$ cat config.mk
export PLATFORM = sky130hd
export DESIGN_NAME = qnt_expand
export DESIGN_NICKNAME = d
export VERILOG_FILES = /design/src/rtl/qnt_expand.sv
export SDC_FILE = /design/constraint.sdc
export NUM_CORES = 1
export LEC_CHECK = 0
export BUFFER_PORTS_ARGS = -buffer_cell sky130_fd_sc_hd__buf_4
export CORE_UTILIZATION = 33
export DETAILED_ROUTE_END_ITERATION = 6
export PLACE_DENSITY = 0.71
export SETUP_SLACK_MARGIN = 0.5
export SLEW_MARGIN = 10
export SYNTH_ARGS = -nofsm -noshare
export SYNTH_HDL_FRONTEND = slang
export SYNTH_SLANG_ARGS = --single-unit
$ cat constraint.sdc
create_clock -name clk -period 0.8 [get_ports clk]
set_input_delay 0 -clock clk [delete_from_list [all_inputs] [get_ports clk]]
set_output_delay 0 -clock clk [all_outputs]
set_load 0.005 [all_outputs]
$ cat src/rtl/qnt_expand.sv
// qnt_expand: maps narrow signed quantizer codes back to wide signed
// reconstruction levels, and optionally counts extreme (saturation) codes
// over a window of accepted samples.
//
// Optional feature macro: QNT_EXPAND_STAT_EN
//   defined   -> window/edge counters built, stat_out/stat_valid live
//   undefined -> stat_out = 0, stat_valid = 0, win_len ignored
//
// Ports:
//   clk        clock
//   reset      synchronous active-high reset
//   WE         input sample strobe
//   in         signed quantizer code   [IN_WIDTH]
//   valid      out strobe (WE delayed by two cycles)
//   out        signed reconstruction   [OUT_WIDTH]
//   win_len    window length in accepted samples, 0 = statistics off
//   stat_out   extreme-code count of the last completed window
//   stat_valid one-cycle pulse when stat_out updates
module qnt_expand #(
  parameter int unsigned IN_WIDTH    = 4,
  parameter int unsigned OUT_WIDTH   = 6,
  parameter int unsigned SYMMETRICAL = 0,
  parameter int unsigned WIN_WIDTH   = 10
) (
  input  logic                 clk,
  input  logic                 reset,
  input  logic                 WE,
  input  logic [IN_WIDTH-1:0]  in,
  output logic                 valid,
  output logic [OUT_WIDTH-1:0] out,
  input  logic [WIN_WIDTH-1:0] win_len,
  output logic [WIN_WIDTH-1:0] stat_out,
  output logic                 stat_valid
);

  localparam int unsigned SHIFT = OUT_WIDTH - IN_WIDTH;

  logic                        r_we1;
  logic [IN_WIDTH-1:0]         r_code1;
  logic                        r_valid;
  logic [OUT_WIDTH-1:0]        r_out;
  logic signed [OUT_WIDTH-1:0] w_ext;
  logic [OUT_WIDTH-1:0]        w_map;

  // Sign-extend the stage-1 code to output width before shifting.
  assign w_ext = OUT_WIDTH'($signed(r_code1));

  // Reconstruction level: c << S, or (2c+1) << (S-1) for mid-rise levels.
  generate
    if (SYMMETRICAL != 0) begin : g_sym
      assign w_map = ((w_ext <<< 1) | OUT_WIDTH'(1)) <<< (SHIFT - 1);
    end else begin : g_twos
      assign w_map = w_ext <<< SHIFT;
    end
  endgenerate

  // Two-stage data pipeline; out holds while valid is low.
  always_ff @(posedge clk) begin
    if (reset) begin
      r_we1   <= 1'b0;
      r_code1 <= '0;
      r_valid <= 1'b0;
      r_out   <= '0;
    end else begin
      r_we1   <= WE;
      if (WE) r_code1 <= in;
      r_valid <= r_we1;
      if (r_we1) r_out <= w_map;
    end
  end

  assign valid = r_valid;
  assign out   = r_out;

`ifdef QNT_EXPAND_STAT_EN
  logic                 w_extreme;
  logic [WIN_WIDTH:0]   w_cnt_inc;
  logic [WIN_WIDTH-1:0] w_edge_inc;
  logic                 w_close;
  logic [WIN_WIDTH-1:0] r_cnt;
  logic [WIN_WIDTH-1:0] r_edge;
  logic [WIN_WIDTH-1:0] r_stat_out;
  logic                 r_stat_valid;

  // Extreme codes are the most positive and most negative quantizer values.
  assign w_extreme  = (in == {1'b0, {(IN_WIDTH-1){1'b1}}}) ||
                      (in == {1'b1, {(IN_WIDTH-1){1'b0}}});
  assign w_cnt_inc  = {1'b0, r_cnt} + (WIN_WIDTH+1)'(1);
  assign w_edge_inc = r_edge + WIN_WIDTH'(w_extreme);
  // Compared live with >= so a shrunk win_len closes on the next sample.
  assign w_close    = (w_cnt_inc >= {1'b0, win_len});

  // Window statistics: counters only advance on accepted samples.
  always_ff @(posedge clk) begin
    if (reset) begin
      r_cnt        <= '0;
      r_edge       <= '0;
      r_stat_out   <= '0;
      r_stat_valid <= 1'b0;
    end else begin
      r_stat_valid <= 1'b0;
      if (win_len == '0) begin
        r_cnt  <= '0;
        r_edge <= '0;
      end else if (WE) begin
        if (w_close) begin
          r_stat_out   <= w_edge_inc;
          r_stat_valid <= 1'b1;
          r_cnt        <= '0;
          r_edge       <= '0;
        end else begin
          r_cnt  <= w_cnt_inc[WIN_WIDTH-1:0];
          r_edge <= w_edge_inc;
        end
      end
    end
  end

  assign stat_out   = r_stat_out;
  assign stat_valid = r_stat_valid;
`else
  logic w_unused_win;

  assign w_unused_win = ^win_len;
  assign stat_out     = '0;
  assign stat_valid   = 1'b0;
`endif

endmodule

==> results of run 1 <==
==> flip-flops by register name, summed over array words and instances (netlist names) <==
signal	count
r_code1	4
r_we1	1
out	4
valid	1
==> worst max-delay path, delay by kind of cell (launching register included) <==
kind          cells  cell delay (ns)
flops             1             0.39
mux               1             0.19
simple gates      1             0.05
==> final cells by class <==
cell class / instances / area [sq um]
timing repair buffer: 11 / 101.3
clock buffer: 4 / 36.28
multi-input combinational: 31 / 171.4
sequential: 10 / 212.7
fill: 126 / 646.9
tap: 14 / 17.52
==> power groups by stage <==
| stage | Sequential [mW] | Clock (mW) | Combinational [mW] |
|---|---|---|---|
| after floorplan | 0.540 | 0 | 0.116 |
| after global placement | 0.546 | 0 | 0.0890 |
| after detailed placement | 0.546 | 0 | 0.0905 |
| after CTS | 0.535 | 0.477 | 0.0929 |
| after global routing | 0.539 | 0.504 | 0.106 |
| final | 0.537 | 0.462 | 0.0953 |
==> timing repair <==
| item | 4_1_cts | 5_1_grt |
|---|---|---|
| endpoints found under the hold margin | 10 | 10 |
| resized for setup | 7 | 6 |
| gates cloned | 0 | 0 |
| endpoints found under the setup margin | 14 | 14 |
| pin swaps | 0 | 1 |
==> worst paths after layout <==
path,startpoint,end,slack (ns),cells past startpoint
worst max-delay path,r_we1,out[4],0.05,2
worst min-delay path,reset,r_code1[2],-0.05,2
worst max register to register,r_we1,out[4],0.05,2
worst min register to register,r_code1[0],r_code1[0],0.50,2
==> synthesized netlist by cell type <==
cell type / count / area, sq um
buf_4: 13 / 97.59
nor2b_1: 2 / 12.51
dfxtp_1: 10 / 200.2
mux2i_1: 8 / 80.08
buf_2: 1 / 5.000
buf_6: 2 / 22.52
conb_1: 1 / 3.750
nor2_1: 8 / 30.03
==> metal layers <==
| layer | routed length [um] | vias to the layer above | share of wire (%) | track usage, % |
|---|---|---|---|---|
| met1 | 244 | 123 | 37 | 9.441 |
| met4 | 25 | 0 | 3.7 | 18.10 |
| met3 | 49 | 3 | 7.3 | 1.734 |
| li1 | - | 135 | - | - |
| met2 | 347 | 16 | 52 | 14.58 |
| met5 | 0 | - | 0 | 0 |
==> kinds of logic after synthesis <==
logic type,synth area share [%]
muxes,17.73
other,0.8302
and+or+nand+nor,9.418
DFF,44.32
buffers and inverters,27.70
==> stage by stage <==
step                utilization (%)  std cells  area (sq um)  hold slack (ns)
finish                        45.46         70         539.3         -0.05461
global route                  45.46         70         539.3         -0.05070
CTS                           44.41         70         526.8         -0.05680
detailed placement            39.87         66         473.0           0.2403
global placement              39.87         66         473.0           0.2331
floorplan                         -         57         501.7           0.1472
==> impl.org, run 1 <==
** Clocking
- Count of buffers added by post-CTS timing repair for setup :: 0
- In this run the number of H-tree levels came out at 1.
- Clock tree from TritonCTS :: built
- Reg clk slew, reported paths :: 0.07 ns
- The clock passes through at most 2 buffers.
- Cts bufs inserted :: 3
- Clock insertion delay at the later pin of the skew report :: 0.27 ns
- Buffer type at the clock tree root :: clkbuf_4
- Number of clock sinks seen by CTS :: 10

** Worst setup path
- Along the worst path, the maximum fanout reaches 5.
- CP arrival :: ~0.91 ns
- The critical path is of the reg -> reg type.
- Critical Path, Cell by Cell :: mux2i_1, nor2_1
- The largest single stage delay on the critical path is 0.39 ns.
- STA puts the critical path data required time at 0.96 ns.
- Critical Path Slowest Stage Cell :: dfxtp_4
- Worst Setup Start Kind :: flip-flop
- STA classifies the critical path endpoint as a flip-flop.

** Synthesis
- In the synthesized netlist, the number of instances is 45.
- Part of the Yosys area used for sequential elements :: 44.32%
- Number of library cell types mapped by synthesis :: 8
- After synthesis, the mean cell area works out to 10.04 sq um.
- Synth Cell Area :: 451.7 sq um
- Yosys warns :: 0
- Total of flip-flops plus latches after synthesis :: 10

** Global routing
- Entering global routing, the biggest net connects 11 pins.
- The via count of the first global-routing pass came to 232.
- Across every metal layer, demand over resource in global routing totals roughly a tenth.
- The first global-routing pass estimated between 900 and 1000 um of wire.
- The initial antenna violation count came to 0.
- Total congestion overflow after global routing :: 0

** Route
- Initial DRC Count :: 3
- Number of antenna-violating nets in the routed design :: 0
- Wire length reported by the detailed router :: 667 um
- Dividing the detail-routed wire length by the instance count gives 9.529 um.
- Via count :: around 280
- In the routed layout, each cell is associated on average with a via count of 3.957.
- After detailed routing, the number of remaining DRC violations is 0.
- The first detailed-routing pass ran for 4 iterations.

** Pwr
- Portion of total power attributed to sequential cells :: 49.1%
- Leakage power :: 0.2638 nW
- Of the total power, combinational logic draws 8.7%.
- In this run switching power makes up approximately 22% of total power.
- Clk pwr share :: 42.2%
- The internal power of the cells totals roughly 850 uW.
- IR analysis of the VDD net gives a maximum drop of about 630 uV.
- Net Switching :: ~240 uW
- Power comes to approximately 1.1 mW.
- Dividing total power by cell area gives a power density of 2028 mW/mm^2.

** Hold path
- The tightest min-delay check is of the in -> reg type.

** Floorplan
- Core area :: 0.001186 sq mm
- Width of the die :: 39.00 um
- The die covers 0.001521 sq mm.
- The die is slightly below 40 um tall.
- In this run the count of I/O pins placed on the die edge is 35.
- In this run the core area contains 12 standard-cell rows.
- Starting density of the core :: 38.08%

** Final layout
- Top library cells by usage in the layout, fill and taps aside :: 13 x conb_1, 8 x mux2i_1, 8 x nor2_1, 7 x dfxtp_2, 6 x buf_4
- Post-layout nets :: between 70 and 80
- Most common cell after layout, fill and taps aside :: conb_1
- Fraction of final layout cells with drive strength greater than 1 :: 41.07%
- The number of antenna diodes in the final layout is 0.
- From synthesis to final layout, the design area changed by 19.39%.

** Place
- OpenSTA, run right after detailed placement, puts the worst setup slack at about 0.043 ns.
- In this run the tool buffered the top-level ports with 11 buffer cells.
- Final weighted congestion of routability-driven global placement :: between 0.5 and 0.6
- Once detailed placement completed, the half-perimeter wirelength came to between 400 and 500 um.

** STA
- RSZ-0062 raised after global routing :: true
- Final setup TNS :: 0 ns
- The count of final hold-check violations is 10.
- Dividing the final minimum period by the clock period gives 93.62%.
- Once routing completed, OpenROAD measured the worst setup slack at 0.05103 ns.
- Minimum clock period after layout :: 0.7490 ns
- Timing would allow up to 1335 MHz.
- Across all hold checks on the routed design, the worst slack comes to -0.05461 ns.
- Between clock sinks in the finished design, the worst skew comes to 0.007901 ns.
- Setup violations remaining at the end of the flow were counted as 0.
- Count of pins over their slew limit :: 0

** Run status
- The checks that failed: hold timing.
- Result of the run :: finished with violations

** Flow run
- Across the run, the number of max-cap violations was 0.
Note: power is estimated with default switching activity, not from simulation.
==> run 2, diff against run 1 <==
--- a/config.mk
+++ b/config.mk
@@ -10,4 +10,5 @@
 export DETAILED_ROUTE_END_ITERATION = 6
 export PLACE_DENSITY = 0.71
+export REMOVE_ABC_BUFFERS = 1
 export SETUP_SLACK_MARGIN = 0.5
 export SLEW_MARGIN = 10
==> constraint.sdc (replaced) <==
create_clock -name clk -period 0.8 [get_ports clk]
set_input_delay 0 -clock clk [delete_from_list [all_inputs] [get_ports clk]]
set_output_delay 0 -clock clk [all_outputs]
set_load 0.02 [all_outputs]
==> run 2 against run 1 <==
Hold slack improved by 0.016 ns. Total power up 2.6%. Via count fell by 2.5%. The run still ends with hold timing left. Sequential power hardly changed. Sequential cell count unchanged. Global-route usage is 0.14 points higher. Clock skew is 0.0028 ns lower. Largest power group unchanged.
==> impl.org, run 2 (synthesis gave the netlist of run 1 again) <==
** STA
- Minimum clock period after layout :: 0.7252 ns
- Final hold vios :: 10
- Setup repair after global routing could not meet its margin everywhere.
- Timing-limited maximum frequency :: 1379 MHz
- Post-layout worst setup margin :: between 0.07 and 0.08 ns
- Hold timing on the final database bottoms out at a slack of -0.03822 ns.
- Count of pins over their slew limit :: 0
- Setup violations remaining at the end of the flow were counted as 0.
- Crit share post-route :: 90.65%
- Post-Route Skew :: 0.005059 ns

** Final layout
- The finished layout holds 70 standard cells, fillers aside.
- In the final design database the tool counted 74 nets.
- Top library cells by usage in the layout, fill and taps aside :: 13 x conb_1, 8 x mux2i_1, 8 x nor2_1, 7 x dfxtp_2, 6 x buf_4
- The repair_antennas step left the layout with diodes totalling 0.
- Leaving out fill and tap cells, the most frequent cell in the layout is conb_1.
- Area added between synthesis and finish :: 19.39%
- Of the cells placed in the final design, the portion with a size suffix greater than 1 is 41.07%.

** Place
- Cell count after placement :: 66
- HPWL Detailed :: roughly 420 um
- Worst setup slack before clock tree synthesis :: -0.02635 ns
- Port buffering added 11 buffers.
- At the end of routability-driven placement, the weighted congestion stood at ~0.65.

** Worst setup path
- Critical Path, Cell by Cell :: mux2i_1, nor2_1
- Following the worst setup path forward leads to its endpoint at out[4].
- Setup slack on the worst reg-to-reg path comes out at 0.07 ns.
- For the worst setup path, the data required time is ~0.95 ns.
- Critical path origin :: r_we1
- Peak fanout along the critical path :: 5
- In this design, the stage delay of the slowest critical-path cell is about 0.38 ns.
- Destination of the worst register-to-register timing path :: out[4]
- STA classifies the critical path endpoint as a flip-flop.
- Worst reg-to-reg path cell count :: 2
- Among all stages on the critical path, the largest delay is contributed by dfxtp_4.
- Crit path kind :: reg -> reg
- Worst Setup Start Kind :: flip-flop
- STA puts the critical path data arrival time at 0.88 ns.
- Launch point of the worst reg-to-reg path :: r_we1

** Route
- Number of antenna-violating nets in the routed design :: 0
- In the routed layout, each cell is associated on average with a via count of ~3.9.
- Across all layers, the routed design uses 270 vias.
- The first detailed-routing pass ran for 2 iterations.
- For this block, the initial DRC count from the detailed router was 4.
- Wire length reported by the detailed router :: 616 um
- Dividing the detail-routed wire length by the instance count gives 8.800 um.
- Remaining routing DRC violations :: 0

** Global routing
- The first global-routing pass estimated 993 um of wire.
- For this run the aggregate overflow at the end of global routing stands at 0.
- Global routing used 10.44% of the available tracks.
- Number of antenna violations at the first check in global routing :: 0
- Largest net degree at the start of global routing :: 11
- Vias in the first global route :: approximately 250

** Clocking
- For this design, the sink count on the clock tree is 10.
- The clock reaches the later pin of the worst-skew pair after 0.26 ns.
- Buffer type at the clock tree root :: clkbuf_4
- After clock tree synthesis, the clock-pin slew on the worst setup and hold paths is 0.06 ns.
- Clock tree from TritonCTS :: built
- H-tree depth :: 1
- TritonCTS created 3 clock buffers.
- Maximum root-to-sink buffer count :: 2

** Hold path
- The worst hold path belongs to the class in -> reg.

** Floorplan
- The floorplan step defined a die boundary enclosing approximately 0.0015 sq mm.
- Vertical die dimension :: 39.00 um
- In this run the horizontal extent of the chip is 39.00 um.
- Starting density of the core :: a little under two fifths
- In this run the standard cell core region covers 0.001186 sq mm.
- The floorplan has 12 rows.
- 35 I/O pins were placed.

** Pwr
- The design draws 1.122 mW.
- Worst supply voltage drop on vdd :: 1046 uV
- Summed over all cells, the static leakage comes to between 0.2 and 0.3 nW.
- Power spread over the standard cell area amounts to 2081 mW/mm^2.

** Run status
- Result of the run :: finished with violations
- Failing checks :: hold timing

** Flow run
- Across the run, the number of max-cap violations was 0.
run 2: what timing repair did:
item | CTS | global route
resized for setup | 12 | 2
endpoints found under the hold margin | 10 | 10
buffers inserted | 0 | 0
endpoints found under the setup margin | 14 | 14
pin swaps | 0 | 1
run 2: layout make-up:
type	count	area, sq um
sequential	10	212.7
clock buffer	4	36.28
multi-input combinational	31	171.4
tap	14	17.52
timing repair buffer	11	101.3
fill	125	646.9
run 2: routing by layer:
metal  GRT usage (%)  wire, um  up-vias
met2           17.92       283       16
met5               0         0        -
met1           9.155       288      116
met4           2.586         0        0
li1                -         -      138
met3           8.671        43        0
run 2: critical path: cells and delay by family (launching register included):
family           cells  cell delay [ns]
AND/OR/NAND/NOR      1             0.05
multiplexers         1             0.18
flip-flops           1             0.38
run 2: power breakdown:
| part | internal [mW] | switching (mW) | leakage (nW) | total [mW] |
|---|---|---|---|---|
| clock | 0.276 | 0.167 | 0.0210 | 0.443 |
| combinational | 0.0533 | 0.0892 | 0.157 | 0.143 |
| sequential | 0.521 | 0.0159 | 0.0856 | 0.537 |
run 2: worst min path at each step:
stage                     cells past startpoint  slack (ns)    endpoint  start
after CTS                                     2       -0.04       valid  reset
after global placement                        3        0.24  r_code1[2]  in[2]
final                                         2       -0.04  r_code1[1]  reset
after detailed placement                      2        0.25       r_we1  reset
after floorplan                               1        0.07       r_we1  reset
after global routing                          2       -0.04      out[2]  reset
run 2: per-stage QoR:
stage               util [%]  area [sq um]  setup TNS, ns
global placement       39.77         471.7      -0.003758
detailed placement     39.77         471.7       -0.08020
global route           45.46         539.3              0
floorplan                  -         371.6              0
finish                 45.46         539.3              0
CTS                    45.25         536.8              0
==> run 3, diff against run 2 <==
==> constraint.sdc (replaced) <==
create_clock -name clk -period 0.8 [get_ports clk]
set_input_delay 0 -clock clk [delete_from_list [all_inputs] [get_ports clk]]
set_output_delay 0 -clock clk [all_outputs]
set_load 0.1 [all_outputs]
==> run 3 against run 2 <==
The flow still finishes with violations (hold timing). Sequential cell count unchanged. Combinational power increased to 2.9 times the previous value. Clock-buffer cell count unchanged. Clock power about the same. Setup slack got worse by 0.075 ns. Core utilization increased by 3.9 points. Non-clock buffer count unchanged. Sequential power increased by 0.7%. First-iteration DRC count unchanged. Register-to-register slack about the same. Critical path type is now reg -> out. Largest cell class unchanged. Largest power group unchanged.
==> impl.org, run 3 (synthesis gave the netlist of run 1 again) <==
** Route
- Detailed-router iteration count before antenna repair :: 2
- In this run, the number of DRC markers left after iteration 0 of detailed routing was 4.
- Via count :: about 270
- Wire length per cell :: 8.714 um
- Number of antenna-violating nets in the routed design :: 0
- After detailed routing, the number of remaining DRC violations is 0.
- DR vias/cell :: 3.900
- Wire length reported by the detailed router :: 610 um

** Worst setup path
- In this run the critical register-to-register path is captured at out[4].
- Grouping stages by cell kind, the critical path spends the most delay in flip-flops.
- The number of cells on the worst reg-to-reg path is 2.
- Req. time, crit path :: 0.80 ns
- In this design, the stage delay of the slowest critical-path cell is ~0.36 ns.
- STA puts the critical path data arrival time at 0.80 ns.
- STA classifies the critical path endpoint as an output pin.
- Critical Path Slowest Stage Cell :: dfxtp_2
- Setup slack on the worst reg-to-reg path comes out at about 0.070 ns.
- Of all nets on the critical path, the largest fanout is 2.
- Counting both buffers and inverters, the worst setup path holds a total of 1.
- The signal on the critical path passes through buf_12.
- Worst Setup Start Kind :: flip-flop
- The worst register-to-register path begins at r_we1.
- The worst setup path is of the reg -> out kind.

** Pwr
- Worst supply voltage drop on vdd :: around 1200 uV
- Leakage power :: 0.2751 nW
- Overall power consumption after layout is estimated at 1.394 mW.
- Power density relative to cell area :: 2381 mW/mm^2

** Flow run
- The tool flagged a number of max-cap violations equal to 0.

** Floorplan
- 35 I/O pins were placed.
- Measured along the y axis, the die boundary spans between 30 and 40 um.
- The region available for standard cell placement spans 0.001186 sq mm.
- FP Rows :: 12
- The floorplan step set the die width to 39.00 um.
- Starting density of the core :: 38.08%
- DIE AREA :: 0.001521 sq mm

** Hold path
- The path with the worst hold slack has its endpoint at valid.
- Startpoint of the lowest-slack hold path :: reset
- The worst hold path was traced through 2 stages.
- Worst hold path class :: in -> reg

** Clocking
- The clock passes through at most 2 buffers.
- Clock latency on the worst-skew pair, taken at its later pin, is 0.26 ns.
- Cts bufs inserted :: 3
- TritonCTS built the clock tree.
- Number of clock sinks seen by CTS :: 10
- H-tree depth :: 1
- Clock-pin slew was measured on the worst setup and hold paths at 0.07 ns.
- Count of buffers added by post-CTS timing repair for setup :: 0
- Buffer type at the clock tree root :: clkbuf_4

** Final layout
- Fraction of final layout cells with drive strength greater than 1 :: 44.64%
- # diodes :: 0
- After filler insertion, the fill cell instance count of the layout stands at 119.
- Post-layout nets :: 74
- Area added between synthesis and finish :: 29.64%
- Top library cells by usage in the layout, fill and taps aside :: 13 x conb_1, 9 x dfxtp_2, 8 x mux2i_1, 8 x nor2_1, 6 x buf_4
- The library cell used most frequently in the layout, excluding fill and tap cells, is conb_1.

** Global routing
- The total overflow left after global routing is 0.
- Global routing used a little under a fifth of the available met2 tracks.
- Entering global routing, the biggest net connects 11 pins.
- Vias in the first global route :: 255
- In this run the most used layer during global routing was met2.
- Met1 track demand over resource :: roughly 9%
- Global-route usage over all layers :: 10.58%
- Number of antenna violations at the first check in global routing :: 0
- The first global-routing pass estimated 1007 um of wire.
- Met3 layer usage reported by global route :: under 10%

** STA
- Final hold vios :: 10
- Across the routed clock network, the largest skew measured is between 0.005 and 0.006 ns.
- Worst slack on hold paths :: -0.03765 ns
- Setup violations remaining at the end of the flow were counted as 0.
- Setup repair after global routing could not meet its margin everywhere.
- Final setup TNS :: 0 ns
- Minimum clock period after layout :: 0.7999 ns
- Count of pins over their slew limit :: 0
- Timing-limited maximum frequency :: around 1300 MHz
- Crit share post-route :: 99.99%

** Place
- The wire-length estimate of the detail-placed layout is 424.9 um.
- Routability-driven placement finished with a final weighted congestion of 0.6506.
- Buffers on Ports :: 11

** Run status
- The checks that failed: hold timing.
- Result of the run :: finished with violations
## run 3: cell counts in the layout (fill, tap and decap cells not counted)
No cell type changed its count.
## run 3: worst max path at each step
| stage | start | endpoint | depth (start not counted) |
|---|---|---|---|
| 2_1_floorplan | out[2] | out[2] | 2 |
| 3_3_place_gp | r_we1 | out[4] | 2 |
| 3_5_place_dp | r_we1 | out[3] | 2 |
| 4_1_cts | out[4] | out[4] | 1 |
| 5_1_grt | out[3] | out[3] | 1 |
| 6_report | out[3] | out[3] | 1 |
## run 3: power breakdown
group / leakage, nW / total, mW / internal (mW) / switching, mW
Combinational: 0.168 / 0.411 / 0.0672 / 0.343
Clock: 0.0210 / 0.443 / 0.276 / 0.167
Sequential: 0.0863 / 0.541 / 0.522 / 0.0185
Total: 0.275 / 1.39 / 0.865 / 0.529
## run 3: routing by layer
metal  share of wire, %  up-vias  wire length [um]
li1                   -      137                 -
met1                 45      118               272
met2                 46       18               283
met3                8.9        0                54
met4                  0        0                 0
met5                  0        -                 0
## run 3: what timing repair did
item	4_1_cts	5_1_grt
pin swaps	0	1
resized for setup	26	0
endpoints found under the hold margin	10	10
setup endpoints to repair	14	14
## run 3: area by class of cell
| cell class | count | area, sq um | area share (%) |
|---|---|---|---|
| flip-flops and latches | 10 | 215.2 | 36.75 |
| multi-input cells | 31 | 171.4 | 29.27 |
| repair buffers | 11 | 145.1 | 24.79 |
| clock buffers | 4 | 36.28 | 6.197 |
| well taps | 14 | 17.52 | 2.991 |
## run 3: through the flow
| stage | worst slack, ns | area (sq um) | std cells | util, % | hold WS [ns] |
|---|---|---|---|---|---|
| floorplan | -0.4400 | 371.6 | 41 | - | 0.07161 |
| global placement | -0.002111 | 471.7 | 66 | 39.77 | 0.2358 |
| detailed placement | -0.02635 | 471.7 | 66 | 39.77 | 0.2498 |
| CTS | -0.01215 | 585.6 | 70 | 49.37 | -0.04485 |
| global route | -0.03494 | 585.6 | 70 | 49.37 | -0.03724 |
| finish | 0.00008143 | 585.6 | 70 | 49.37 | -0.03765 |
